`config.mk`:
```
export PLATFORM = sky130hd
export DESIGN_NAME = rv_sram_arb_ctrl
export DESIGN_NICKNAME = d
export VERILOG_FILES = /design/src/rtl/rv_sram_arb_ctrl.sv
export SDC_FILE = /design/constraint.sdc
export NUM_CORES = 1
export LEC_CHECK = 0
export BUFFER_PORTS_ARGS = -buffer_cell sky130_fd_sc_hd__buf_2
export CAP_MARGIN = 20
export CORE_UTILIZATION = 54
export CTS_BUF_LIST = sky130_fd_sc_hd__clkbuf_8
export DETAILED_ROUTE_END_ITERATION = 8
export PLACE_DENSITY = 0.89
export SYNTH_ARGS = -nofsm -noshare
export SYNTH_HDL_FRONTEND = slang
export SYNTH_SLANG_ARGS = --single-unit
```
`constraint.sdc`:
```
create_clock -name clk -period 4.7 [get_ports clk]
set_input_delay 0.235 -clock clk [delete_from_list [all_inputs] [get_ports clk]]
set_output_delay 0.235 -clock clk [all_outputs]
set_load 0.02 [all_outputs]
```
`src/rtl/rv_sram_arb_ctrl.sv`:
```
// Two-port arbiter and timing sequencer for a 16-bit asynchronous SRAM.
// Each 32-bit request becomes up to two halfword SRAM cycles (LO, then HI).
// A halfword cycle is SETUP (1) + ACC (WAIT_CYC) + HOLD (1, writes only).
// All outputs come from registers. The registered controls are driven from the
// next state, so each pin value appears in the same cycle as the FSM state that
// produces it.
module rv_sram_arb_ctrl #(
    parameter int WAIT_CYC = 2
) (
    input  logic             clk,
    input  logic             arstn_i,
    input  logic [1:0]       req_i,
    input  logic [1:0]       we_i,
    input  logic [1:0][31:0] addr_i,
    input  logic [1:0][3:0]  be_i,
    input  logic [1:0][31:0] wdata_i,
    output logic [1:0]       gnt_o,
    output logic [1:0]       rvalid_o,
    output logic [31:0]      rdata_o,
    output logic [19:0]      sram_addr,
    input  logic [15:0]      sram_data_i,
    output logic [15:0]      sram_data_o,
    output logic             sram_ce_n,
    output logic             sram_oe_n,
    output logic             sram_we_n,
    output logic             sram_ub_n,
    output logic             sram_lb_n
);

    typedef enum logic [2:0] {IDLE, SETUP, ACC, HOLD, DONE} state_t;

    localparam logic [3:0] ACC_LAST = 4'(WAIT_CYC - 1);

    state_t      state_q, state_d;
    logic        pend_q, pend_d;      // grant issued, first phase not yet started
    logic        port_q, port_d;
    logic        we_q, we_d;
    logic [18:0] waddr_q, waddr_d;
    logic [3:0]  be_q, be_d;
    logic [31:0] wdata_q, wdata_d;
    logic        half_q, half_d;
    logic [3:0]  cnt_q, cnt_d;
    logic        rr_last_q, rr_last_d;
    logic [15:0] rlo_q, rlo_d;        // low halfword held until the read completes

    logic        g;
    logic        active;
    logic [1:0]  gnt_d, rvalid_d;
    logic [31:0] rdata_d;
    logic [19:0] addr_d;
    logic [15:0] dout_d;
    logic        ce_n_d, oe_n_d, we_n_d, ub_n_d, lb_n_d;

    // FSM state and captured request context
    always_ff @(posedge clk or negedge arstn_i) begin
        if (!arstn_i) begin
            state_q   <= IDLE;
            pend_q    <= 1'b0;
            port_q    <= 1'b0;
            we_q      <= 1'b0;
            waddr_q   <= '0;
            be_q      <= '0;
            wdata_q   <= '0;
            half_q    <= 1'b0;
            cnt_q     <= '0;
            rr_last_q <= 1'b1;
            rlo_q     <= '0;
        end else begin
            state_q   <= state_d;
            pend_q    <= pend_d;
            port_q    <= port_d;
            we_q      <= we_d;
            waddr_q   <= waddr_d;
            be_q      <= be_d;
            wdata_q   <= wdata_d;
            half_q    <= half_d;
            cnt_q     <= cnt_d;
            rr_last_q <= rr_last_d;
            rlo_q     <= rlo_d;
        end
    end

    // Next state, arbitration and next values of the registered outputs
    always_comb begin
        state_d   = state_q;
        pend_d    = pend_q;
        port_d    = port_q;
        we_d      = we_q;
        waddr_d   = waddr_q;
        be_d      = be_q;
        wdata_d   = wdata_q;
        half_d    = half_q;
        cnt_d     = cnt_q;
        rr_last_d = rr_last_q;
        rlo_d     = rlo_q;
        rdata_d   = rdata_o;
        gnt_d     = '0;
        g         = 1'b0;

        case (state_q)
            IDLE: begin
                if (pend_q) begin
                    pend_d = 1'b0;
                    if (!we_q || be_q[1:0] != 2'b00) begin
                        state_d = SETUP;
                        half_d  = 1'b0;
                    end else if (be_q[3:2] != 2'b00) begin
                        state_d = SETUP;
                        half_d  = 1'b1;
                    end else begin
                        state_d = DONE;
                    end
                end else if (req_i != 2'b00) begin
                    g         = (req_i == 2'b11) ? ~rr_last_q : req_i[1];
                    gnt_d[g]  = 1'b1;
                    pend_d    = 1'b1;
                    port_d    = g;
                    rr_last_d = g;
                    we_d      = we_i[g];
                    waddr_d   = addr_i[g][20:2];
                    be_d      = be_i[g];
                    wdata_d   = wdata_i[g];
                end
            end
            SETUP: begin
                state_d = ACC;
                cnt_d   = '0;
            end
            ACC: begin
                if (cnt_q == ACC_LAST) begin
                    if (we_q) begin
                        state_d = HOLD;
                    end else if (!half_q) begin
                        rlo_d   = sram_data_i;
                        state_d = SETUP;
                        half_d  = 1'b1;
                    end else begin
                        rdata_d = {sram_data_i, rlo_q};
                        state_d = DONE;
                    end
                end else begin
                    cnt_d = cnt_q + 4'd1;
                end
            end
            HOLD: begin
                if (!half_q && be_q[3:2] != 2'b00) begin
                    state_d = SETUP;
                    half_d  = 1'b1;
                end else begin
                    state_d = DONE;
                end
            end
            DONE:    state_d = IDLE;
            default: state_d = IDLE;
        endcase

        active = (state_d == SETUP) || (state_d == ACC) || (state_d == HOLD);
        ce_n_d = !active;
        oe_n_d = !(state_d == ACC && !we_d);
        we_n_d = !(state_d == ACC && we_d);
        addr_d = sram_addr;
        dout_d = sram_data_o;
        ub_n_d = sram_ub_n;
        lb_n_d = sram_lb_n;
        if (!active) begin
            ub_n_d = 1'b1;
            lb_n_d = 1'b1;
        end else if (state_d == SETUP) begin
            // SETUP is only ever entered, never repeated: load the phase
            addr_d = {waddr_d, half_d};
            if (we_d) begin
                {ub_n_d, lb_n_d} = half_d ? ~be_d[3:2] : ~be_d[1:0];
                dout_d           = half_d ? wdata_d[31:16] : wdata_d[15:0];
            end else begin
                {ub_n_d, lb_n_d} = 2'b00;
            end
        end
        rvalid_d         = '0;
        rvalid_d[port_d] = (state_d == DONE);
    end

    // Output registers
    always_ff @(posedge clk or negedge arstn_i) begin
        if (!arstn_i) begin
            gnt_o       <= '0;
            rvalid_o    <= '0;
            rdata_o     <= '0;
            sram_addr   <= '0;
            sram_data_o <= '0;
            sram_ce_n   <= 1'b1;
            sram_oe_n   <= 1'b1;
            sram_we_n   <= 1'b1;
            sram_ub_n   <= 1'b1;
            sram_lb_n   <= 1'b1;
        end else begin
            gnt_o       <= gnt_d;
            rvalid_o    <= rvalid_d;
            rdata_o     <= rdata_d;
            sram_addr   <= addr_d;
            sram_data_o <= dout_d;
            sram_ce_n   <= ce_n_d;
            sram_oe_n   <= oe_n_d;
            sram_we_n   <= we_n_d;
            sram_ub_n   <= ub_n_d;
            sram_lb_n   <= lb_n_d;
        end
    end

endmodule
```
# Word level (Yosys, flattened, before mapping)
# Cells that the tools add are included.
[word_totals]
regBits = 160
inputBits = 158
out_inout_bits = 77
wordCells = 127
[classes]
n_addsub = 1
n_lt_le_gt_ge = 4
eq_ne = 11
n_mux = 58
bitwise = 7
n_reduce_logical = 25
[op_table]
columns = ["operator", "count"]
rows = [
  ["two-way mux 32 bit", 5],
  ["two-way mux 19 bit", 3],
  ["two-way mux 21 bit", 2],
  ["two-way mux 1 bit", 25],
  ["two-way mux 4 bit", 6],
  ["two-way mux 3 bit", 7],
  ["two-way mux 16 bit", 1],
  ["== test 3 x 2 -> 1 bit (second input constant)", 4],
  ["one-hot mux 3 bit (4 select lines)", 1],
  ["two-way mux 2 bit", 4],
  ["one-hot mux 4 bit (2 select lines)", 1],
  ["AND reduction 4 bit", 2],
  ["nonzero test 2 bit", 4],
  ["== test 3 x 1 -> 1 bit (second input constant)", 2],
  ["zero test 1 bit", 6],
  ["AND reduction 3 bit", 2],
  ["logical AND 1 bit", 5],
  ["adder 4 x 1 -> 4 bit (second input constant)", 1],
  ["== test 4 x 1 -> 1 bit (second input constant)", 1],
  ["less-than comparator 1 x 2 -> 1 bit (second input constant)", 2],
  ["NOT 1 bit", 4],
  ["NOT 2 bit", 2],
  ["AND reduction 2 bit", 2],
  ["== test 3 bit (second input constant)", 1],
  ["other kinds (9)", 13],
]

# Longest topological paths before layout
# Gate-level depths: netlist (run 1).
[depth]
depth_word = 12
ltp_mapped = 10
depth_no_buf = 8

# Worst setup path after synthesis (run 1)
# No wires, ideal clock.
[synth_path]
path_type = "register to register"
startpoint = "register cnt_q[1]"
endpoint = "register sram_data_o[10]"
setup_time_ps = 130
arrival_ps = 2072
required_ps = 4570
slack_ps = 2499
path_stages_with_launch = 11
n_path_buf = 3
path_cell_list = "dfrtp_1 -> inv_1 -> ha_1 -> or3b_1 -> clkbuf_1 -> nor2_1 -> o22a_1 -> and3_1 -> clkbuf_1 -> buf_2 -> a31oi_1"
[synth_via]
elab_chain_cells = 7
word_cells_on_any_way = 12
[synth_lines]
columns = ["item", "line_no", "rtl"]
rows = [
  ["start: declaration", "42", "logic [3:0] cnt_q, cnt_d;"],
  ["start signal: assignment", "77", "cnt_q <= cnt_d;"],
  ["== test 4 x 1 -> 1 bit (*)", "130", "if (cnt_q == ACC_LAST) begin"],
  ["two-way mux 3 bit", "130", ""],
  ["one-hot mux 3 bit (4 select lines)", "100", "case (state_q)"],
  ["== test 3 x 1 -> 1 bit / == test 3 x 2 -> 1 bit (equally long branches)", "157, 168", ""],
  ["logical OR 1 bit (2 in a row)", "157", "active = (state_d == SETUP) || (state_d == ACC) || (state_d == HOLD);"],
  ["AND reduction 3 bit (no source line)", "n/a", ""],
  ["end signal: assignment", "200", "sram_data_o <= dout_d;"],
  ["end: declaration", "22", "output logic [15:0] sram_data_o,"],
]
# Every way passes the cells marked *; elsewhere a longest branch is shown, timed or not.
# A chain may end at the register's enable or synchronous reset.

# Final worst setup path (run 1)
[layout_path]
startpoint = "register state_q[0]"
endpoint = "register sram_data_o[9]"
[layout_via]
elab_chain_cells = 6
word_cells_on_any_way = 17
[layout_lines]
columns = ["item", "line_no", "rtl"]
rows = [
  ["start: declaration", "34", "state_t state_q, state_d;"],
  ["start signal: assignment", "69", "state_q <= state_d;"],
  ["== test 3 x 2 -> 1 bit (tied with other cells)", "100", ""],
  ["one-hot mux 3 bit (4 select lines)", "100", ""],
  ["== test 3 x 1 -> 1 bit / == test 3 x 2 -> 1 bit (equally long branches)", "157, 168", ""],
  ["logical OR 1 bit (2 in a row)", "157", ""],
  ["AND reduction 3 bit (no source line)", "n/a", ""],
]
# Several ways; a longest one is shown, not always the timed one.

==> metrics.md, run 1 <==
| Metric | Value |
|---|---|
| Post-route ant nets | 0 |
| Crit-path slowest cell | and3_1 |
| Final hold violation count | 0 |
| Peak supply drop | slightly below 0.4 mV |
| Diode count | 0 |
| # H-tree levels | 4 |
| Post-synth EDFFs | 0 |
| Slew Limit Fails | 0 |
| Multi-input gate area | 0.00282 mm^2 |
| Synthesized flop and latch total | 160 |
| CTS resizes | 0 |
| Hpwl dp | 10.8 mm |
| CP max stage delay | 0.61 ns |
| Clock Latency Late Sink | 0.44 ns |
| Final #Nets | 902 |
| CP Launch Type | register |
| Synth warn | 0 |
| Min-Delay Path Class | primary input to asynchronous set/reset pin |
| Residual DRC | 0 |
| Status | complete, no violations |
| CP arrival | between 3 and 4 ns |
| Largest net degree at the start of global routing | 82 |
| Sink Count | 160 |
| Worst slew margin | between 30% and 40% |
| F_max | 308 MHz |
| CP required | 4.98 ns |
| GR Util All Layers | between 20% and 30% |
| Top cell type by total area after synthesis | dfrtp_1 |
| Prevailing post-synth register cell | dfrtp_1 |
| FFs w/ async S/R, synth | 100% |
| Area growth, synth to finish | 21.5% |
| Setup TNS | 0 ns |
| Detailed Route WL | roughly 15 mm |
| Fill cells | approximately 920 |
| Synth cell types | 47 |
| Endpoint class of the critical path | register |
| Drt via density | 5.50 |
| Number of global-route vias before repair | 5,116 |
| Most numerous cell in the Yosys netlist | dfrtp_1 |
| Max_cap viols | 0 |
| Met3 usage in global routing | between 5 and 6% |
| TritonCTS Buffers | 17 |
| DR WL/cell | 16.6 um |
| Crit Path Category | register to register |
| Skew final | around 0.015 ns |
| Starting Density | 55.6% |
| RSZ-0062 raised after global routing | false |
| Overall Power | a little over 6 mW |
| Share of the synthesized area in the top cell type | 54.7% |
| Met1 Usage GRT | roughly 29% |
| Setup Buffers After CTS | 0 |
| Worst hold slack | 0.00876 ns |
| Hold_buf cts | 0 |
| Gpl congestion | 0.779 |
| Port buffer count | 208 |
| DIE HEIGHT | 116 um |
| Register clock-pin slew on the reported worst setup and hold paths | 0.08 ns |
| Initial DRC count | 290 |
| Synthesized net count | 707 |
| Row Count | 41 |
| Via count | 5,095 |
| GR peak layer | met2 |
| Top post-synthesis cells by area | dfrtp_1 (55%), mux2_2 (22%), o21ai_0 (3.3%), a31oi_1 (3.0%), mux2i_1 (3.0%) |
| Pwr/cell area | 726 mW/mm^2 |
| GR Util met2 | ~40% |
| TritonRoute pass-1 iters | 4 |
| Root Driver | clkbuf_8 |
| Synthesized area per cell | about 13 um^2 |
| Layout cells sized above 1 | 52.7% |
| Die Area | 0.0135 mm^2 |
| IO Pins | between 200 and 250 |
| CTS tree | built |
| Register Area | 0.00401 mm^2 |
| Initial antenna violation count | 0 |
| Core ar. | 0.0127 mm^2 |
| Sequential area share after synthesis | 56.9% |
| Die X-Extent | 116 um |
| Worst-Margin Slew | 0.995 ns |
| Crit-path max FO | 41 |
| Post-synthesis cell count | 547 |
| Crit path cell chain | nor4_1 > o21a_2 > buf_4 > mux2_2 > and3_1 > a31oi_1 |
| Synthesized area | 0.00705 mm^2 |
| Final Setup Violations | 0 |
| Global route overflow | 0 |
| P_leak | 4.02 nW |
| Maximum root-to-sink buffer count | 2 |
| First-pass GRT wire length | ~24 mm |
| Top post-synthesis cells by count | dfrtp_1 (154), mux2_2 (137), o21ai_0 (46) |
| Min Tclk post-route | between 3 and 4 ns |
| Final period utilization | between 60% and 70% |
## critical path, delay by kind of cell (launching register included)
kind	cells	cell delay, ns
compound gates	2	0.40
buf+inv	1	0.41
flops	1	0.59
mux	1	0.53
simple gates	2	1.16
## path summary, 6_finish.rpt
path / from / end / slack (ns) / cells past startpoint
hold / removal: arstn_i / wdata_q[1] / 0.009 / 2
setup / recovery: state_q[0] / sram_data_o[9] / 1.45 / 6
hold reg to reg: waddr_q[0] / waddr_q[0] / 0.49 / 2
min in group clk: sram_data_i[14] / rlo_q[14] / 0.05 / 2
max in group asynchronous: arstn_i / cnt_q[3] / 4.02 / 2
setup reg to reg: state_q[0] / sram_data_o[9] / 1.45 / 6
## kinds of logic after synthesis
logic type,synth area share [%]
buf+inv,3.39
simple gates,5.15
compound gates,9.19
flops,56.9
fa+ha+maj,0.355
mux,25.0
## per-stage QoR
stage          area, um^2  util, %  std cells  worst slack, ns
2_1_floorplan        7050        -        547             2.50
3_3_place_gp         8180     64.5        895             1.64
3_5_place_dp         8180     64.5        895             1.46
4_1_cts              8570     67.6        926             1.47
5_1_grt              8570     67.6        926             1.14
6_report             8570     67.6        926             1.45
## registers in the layout, indices dropped and copies added, names as in the netlist, 4 cells and up
signal and count:
rdata_o 32, rlo_q 16, cnt_q 4, be_q 4, waddr_q 19, sram_addr 20
sram_data_o 16, wdata_q 32
## cell type report
cell class	count	share of cell area [%]
clock buffer	20	3.21
multi-input combinational	341	32.9
sequential	160	46.8
clock inverter	11	1.33
inverter	5	0.219
tap	172	2.51
timing repair buffer	217	13.0
## layout by cell type, fill, tap and decap left out, types with 3 or more instances in the layout
| cell type | instances |
|---|---|
| buf_2 | 207 |
| dfrtp_1 | 154 |
| mux2_2 | 137 |
| o21ai_0 | 45 |
| a31oi_1 | 34 |
| nand2_1 | 25 |
| mux2i_1 | 21 |
| clkbuf_8 | 20 |
| nand3_1 | 18 |
| nor2_1 | 9 |
| buf_4 | 9 |
| clkinv_2 | 6 |
| dfstp_2 | 6 |
| inv_1 | 5 |
| nor3_1 | 4 |
| a21oi_1 | 4 |
| and3_1 | 3 |
## layer usage
metal,up-vias,part of all wire (%)
li1,2381,-
met1,2479,40
met2,203,52
met3,32,5.9
met4,0,2.1
met5,-,0
## power breakdown
| group | internal [mW] | switching [mW] | total, mW |
|---|---|---|---|
| clock | 0.506 | 0.479 | 0.985 |
| sequential | 2.08 | 0.338 | 2.41 |
| combinational | 1.19 | 1.63 | 2.82 |
| total | 3.77 | 2.45 | 6.22 |
(Power assumes the default switching activity.)
==> run 2: changes to the inputs <==
--- a/config.mk
+++ b/config.mk
@@ -5,12 +5,13 @@
 export SDC_FILE = /design/constraint.sdc
 export NUM_CORES = 1
 export LEC_CHECK = 0
+export ABC_AREA = 1
 export BUFFER_PORTS_ARGS = -buffer_cell sky130_fd_sc_hd__buf_2
 export CAP_MARGIN = 20
-export CORE_UTILIZATION = 54
+export CORE_UTILIZATION = 53
 export CTS_BUF_LIST = sky130_fd_sc_hd__clkbuf_8
 export DETAILED_ROUTE_END_ITERATION = 8
-export PLACE_DENSITY = 0.89
+export PLACE_DENSITY = 0.86
 export SYNTH_ARGS = -nofsm -noshare
 export SYNTH_HDL_FRONTEND = slang
 export SYNTH_SLANG_ARGS = --single-unit
==> constraint.sdc (replaced) <==
create_clock -name clk -period 3.29 [get_ports clk]
set_input_delay 0.1645 -clock clk [delete_from_list [all_inputs] [get_ports clk]]
set_output_delay 0.1645 -clock clk [all_outputs]
set_load 0.02 [all_outputs]
==> metrics.md, run 2 <==
| Metric | Value |
|---|---|
| Switch share | 45.4% (was 39.4%) |
| Commonest non-fill, non-tap cell in the layout | nand2_1 (was buf_2) |
| Synth warn | 0 (unchanged) |
| Setup ws final | 0.335 ns (was 1.45 ns) |
| Post-route ant nets | 0 (unchanged) |
| Setup TNS | 0 ns (unchanged) |
| WL met2 | 10.0 mm (was 7.96 mm) |
| CP most frequent cell | nand2_2 |
| TritonCTS Buffers | 17 (unchanged) |
| DIE HEIGHT | 121 um (was 116 um) |
| Worst hold slack | 0.0304 ns (was 0.00876 ns) |
| Setup WS pre-CTS | 0.622 ns (was 1.46 ns) |
| R2R Path End | waddr_q[13] (was sram_data_o[9]) |
| Most numerous cell in the Yosys netlist | nand2_1 (was dfrtp_1) |
| CP max stage delay | 0.61 ns (about the same) |
| P_leak | 5.31 nW (was 4.02 nW) |
| Commonest non-fill, non-tap cells in the layout | nand2_1 (337), buf_2 (207), dfrtp_1 (154), inv_1 (114), dlygate4sd3_1 (58) (was buf_2 (207), dfrtp_1 (154), mux2_2 (137), o21ai_0 (45), a31oi_1 (34)) |
| Synth cell types | 38 (was 47) |
| Prevailing post-synth register cell | dfrtp_1 (unchanged) |
| Share of the synthesized area in the top cell type | 50.9% (was 54.7%) |
| CP arrival | 3.35 ns (was 3.53 ns) |
| Endpoint class of the critical path | register (unchanged) |
| Status | complete, no violations (unchanged) |
| Register clock-pin slew on the reported worst setup and hold paths | 0.09 ns (was 0.08 ns) |
| Largest net degree at the start of global routing | 97 (was 82) |
| Post-synthesis cell count | 903 (was 547) |
| Synthesized area per cell | 8.38 um^2 (was 12.9 um^2) |
| Crit path cell chain | nand2_2 > nand2_2 > inv_2 > buf_4 > nand2_1 > a31oi_2 > dlygate4sd3_1 (was nor4_1 > o21a_2 > buf_4 > mux2_2 > and3_1 > a31oi_1) |
| Clock power frac | 15.6% (was 15.8%) |
| Area growth, synth to finish | 27.7% (was 21.5%) |
| Hpwl dp | 12.4 mm (was 10.8 mm) |
| CP startpoint | rr_last_q (was state_q[0]) |
| Worst-Margin Slew | 1.05 ns (was 0.995 ns) |
| Post-synth EDFFs | 0 (unchanged) |
| RSZ-0062 raised after global routing | false (unchanged) |
| FFs w/ async S/R, synth | 100% (unchanged) |
| Synthesized flop and latch total | 160 (unchanged) |
| Die Area | 0.0148 mm^2 (was 0.0135 mm^2) |
| Peak supply drop | 0.493 mV (was 0.388 mV) |
| Port buffer count | 208 (unchanged) |
| Root Driver | clkbuf_8 (unchanged) |
| Pwr/cell area | 1020 mW/mm^2 (was 726 mW/mm^2) |
| Detailed Route WL | 20.3 mm (was 15.3 mm) |
| Initial DRC count | 481 (was 290) |
| P_int | 5.38 mW (was 3.77 mW) |
| Maximum root-to-sink buffer count | 2 (unchanged) |
| Core ar. | 0.0139 mm^2 (was 0.0127 mm^2) |
| Max_cap viols | 0 (unchanged) |
| Final #Nets | 1,312 (was 902) |
| Metal3 WL | 1.38 mm (was 902 um) |
| Worst slew margin | 29.8% (was 33.7%) |
| Via count | 6,927 (was 5,095) |
| Final period utilization | 89.8% (was 69.1%) |
| P_sw | 4.48 mW (was 2.45 mW) |
| Synthesized area | 0.00757 mm^2 (was 0.00705 mm^2) |
| Fill cells | 1,066 (was 921) |
| R2R Setup Slk | 0.33 ns (was 1.45 ns) |
| Global route overflow | 0 (unchanged) |
| Top Layer Used | met4 (unchanged) |
| Die X-Extent | 121 um (was 116 um) |
| Reg2reg start | rr_last_q (was state_q[0]) |
| CTS resizes | 0 (unchanged) |
| DR WL/cell | 15.1 um (was 16.6 um) |
| Slew Limit Fails | 0 (unchanged) |
| Row Count | 43 (was 41) |
| Comb pwr share | 49.5% (was 45.3%) |
| Initial antenna violation count | 0 (unchanged) |
| Final hold violation count | 0 (unchanged) |
| CP required | 3.69 ns (was 4.98 ns) |
| Min-Delay Path Class | primary input to register (was primary input to asynchronous set/reset pin) |
| Hold Crit Depth | 5 |
| Fin cells | 1,346 (was 926) |
| Residual DRC | 0 (unchanged) |
| Clock Latency Late Sink | 0.46 ns (was 0.44 ns) |
| CP Launch Type | register (unchanged) |
| Sequential area share after synthesis | 53.0% (was 56.9%) |
| Number of global-route vias before repair | 6,698 (was 5,116) |
| First-pass GRT wire length | 32.2 mm (was 24.3 mm) |
| F_max | 338 MHz (was 308 MHz) |
| Starting Density | 54.5% (was 55.6%) |
| CTS tree | built (unchanged) |
| Worst reg2reg path depth | 7 (was 6) |
| Drt via density | 5.15 (was 5.50) |
| Wl on met1 | 8.41 mm (was 6.15 mm) |
| Register share of total power | 34.9% (was 38.8%) |
| Crit-path slowest cell | dlygate4sd3_1 (was and3_1) |
| # H-tree levels | 4 (unchanged) |
| Crit-path max FO | 23 (was 41) |
| Skew final | 0.0162 ns (was 0.0145 ns) |
| IO Pins | 235 (unchanged) |
| Hold EP | wdata_q[31] |
| Number of placed cells counting well taps | 1,255 (was 895) |
| Worst hold path startpoint | wdata_i[31] |
| Synthesized net count | 1,063 (was 707) |
| Final Setup Violations | 0 (unchanged) |
| TritonRoute pass-1 iters | 5 (was 4) |
| Gpl congestion | 0.861 (was 0.779) |
| Regs by FF count | rdata_o: 32 flops, wdata_q: 32 flops, sram_addr: 20 flops (unchanged) |
| Crit Path Category | register to register (unchanged) |
| Final core utilization | 69.6% (was 67.6%) |
| Top post-synthesis cells by count | nand2_1 (337), dfrtp_1 (154), inv_1 (114) (was dfrtp_1 (154), mux2_2 (137), o21ai_0 (46)) |
| Layout cells sized above 1 | 27.7% (was 52.7%) |
| Top cell type by total area after synthesis | dfrtp_1 (unchanged) |
| Sink Count | 160 (unchanged) |
| Top post-synthesis cells by area | dfrtp_1 (51%), nand2_1 (17%), inv_1 (5.7%), nand3_1 (2.8%), o21ai_0 (2.5%) (was dfrtp_1 (55%), mux2_2 (22%), o21ai_0 (3.3%), a31oi_1 (3.0%), mux2i_1 (3.0%)) |
| Min Tclk post-route | 2.96 ns (was 3.25 ns) |
| GR Util All Layers | 28.6% (was 23.5%) |
==> run 2: cell count changes after synthesis, moves of 8 or more <==
cell,before,now
nand2_2,0,14
nor2_1,9,39
a31oi_1,34,9
mux2_2,137,16
mux2i_1,21,0
nand3_1,18,43
o21ai_0,46,38
a31oi_2,0,10
nand2_1,25,337
inv_1,5,114
o21ai_1,1,9
nand4_1,0,18
==> run 2: worst max-delay path: cells and delay by family (launching register included) <==
kind                   cells  cell delay (ns)
DFF                        1             0.38
buffers and inverters      3             1.42
AOI/OAI and AO/OA          1             0.25
and+or+nand+nor            3             0.84
==> run 2: kinds of logic after synthesis <==
group                    synth area share (%)
buffers and inverters                    9.28
adder cells (fa/ha/maj)                 0.331
XOR/XNOR                                0.232
flip-flops                               53.0
AND/OR/NAND/NOR                          27.3
multiplexers                             2.38
AO/OA/AOI/OAI                            7.44
==> run 2: final cells by class <==
class	count	area [um^2]	area share, %
multi-input cells	582	2850	29.5
flip-flops and latches	160	4010	41.5
clock buffers	17	234	2.42
clock inverters	15	193	1.99
repair buffers	274	1700	17.6
well taps	180	225	2.33
inverters	117	442	4.57
diodes	1	2.50	0.0259
==> run 2: what timing repair did <==
action / 4_1_cts / 5_1_grt
hold endpoints to repair: 146 / 1
buffers inserted: 0 / 0
hold buffers: 57 / 1
==> run 2: worst max path at each step <==
stage | end | cells past startpoint
after global placement | sram_data_o[2] | 10
after floorplan | sram_data_o[10] | 12
after detailed placement | sram_data_o[15] | 10
after global routing | waddr_q[3] | 7
after CTS | sram_data_o[10] | 10
final | waddr_q[13] | 7
==> run 2: power groups by stage <==
| stage | clock, mW | sequential (mW) | combinational, mW |
|---|---|---|---|
| after floorplan | 0 | 3.94 | 2.82 |
| after global placement | 0 | 3.40 | 4.39 |
| after detailed placement | 0 | 3.44 | 4.55 |
| after CTS | 1.56 | 3.41 | 4.81 |
| after global routing | 1.65 | 3.53 | 5.41 |
| final | 1.54 | 3.44 | 4.88 |
==> run 2: metal layers <==
layer  GRT usage, %  vias up
li1               -     3292
met1           34.7     3313
met2           49.3      280
met5              0        -
met3           6.44       42
met4           10.7        0
==> run 2: per-stage QoR <==
stage	area, um^2	power (mW)
final	9660	9.86
after global routing	9660	10.6
after CTS	9650	9.78
after detailed placement	8650	7.99
after global placement	8650	7.79
after floorplan	7570	6.76
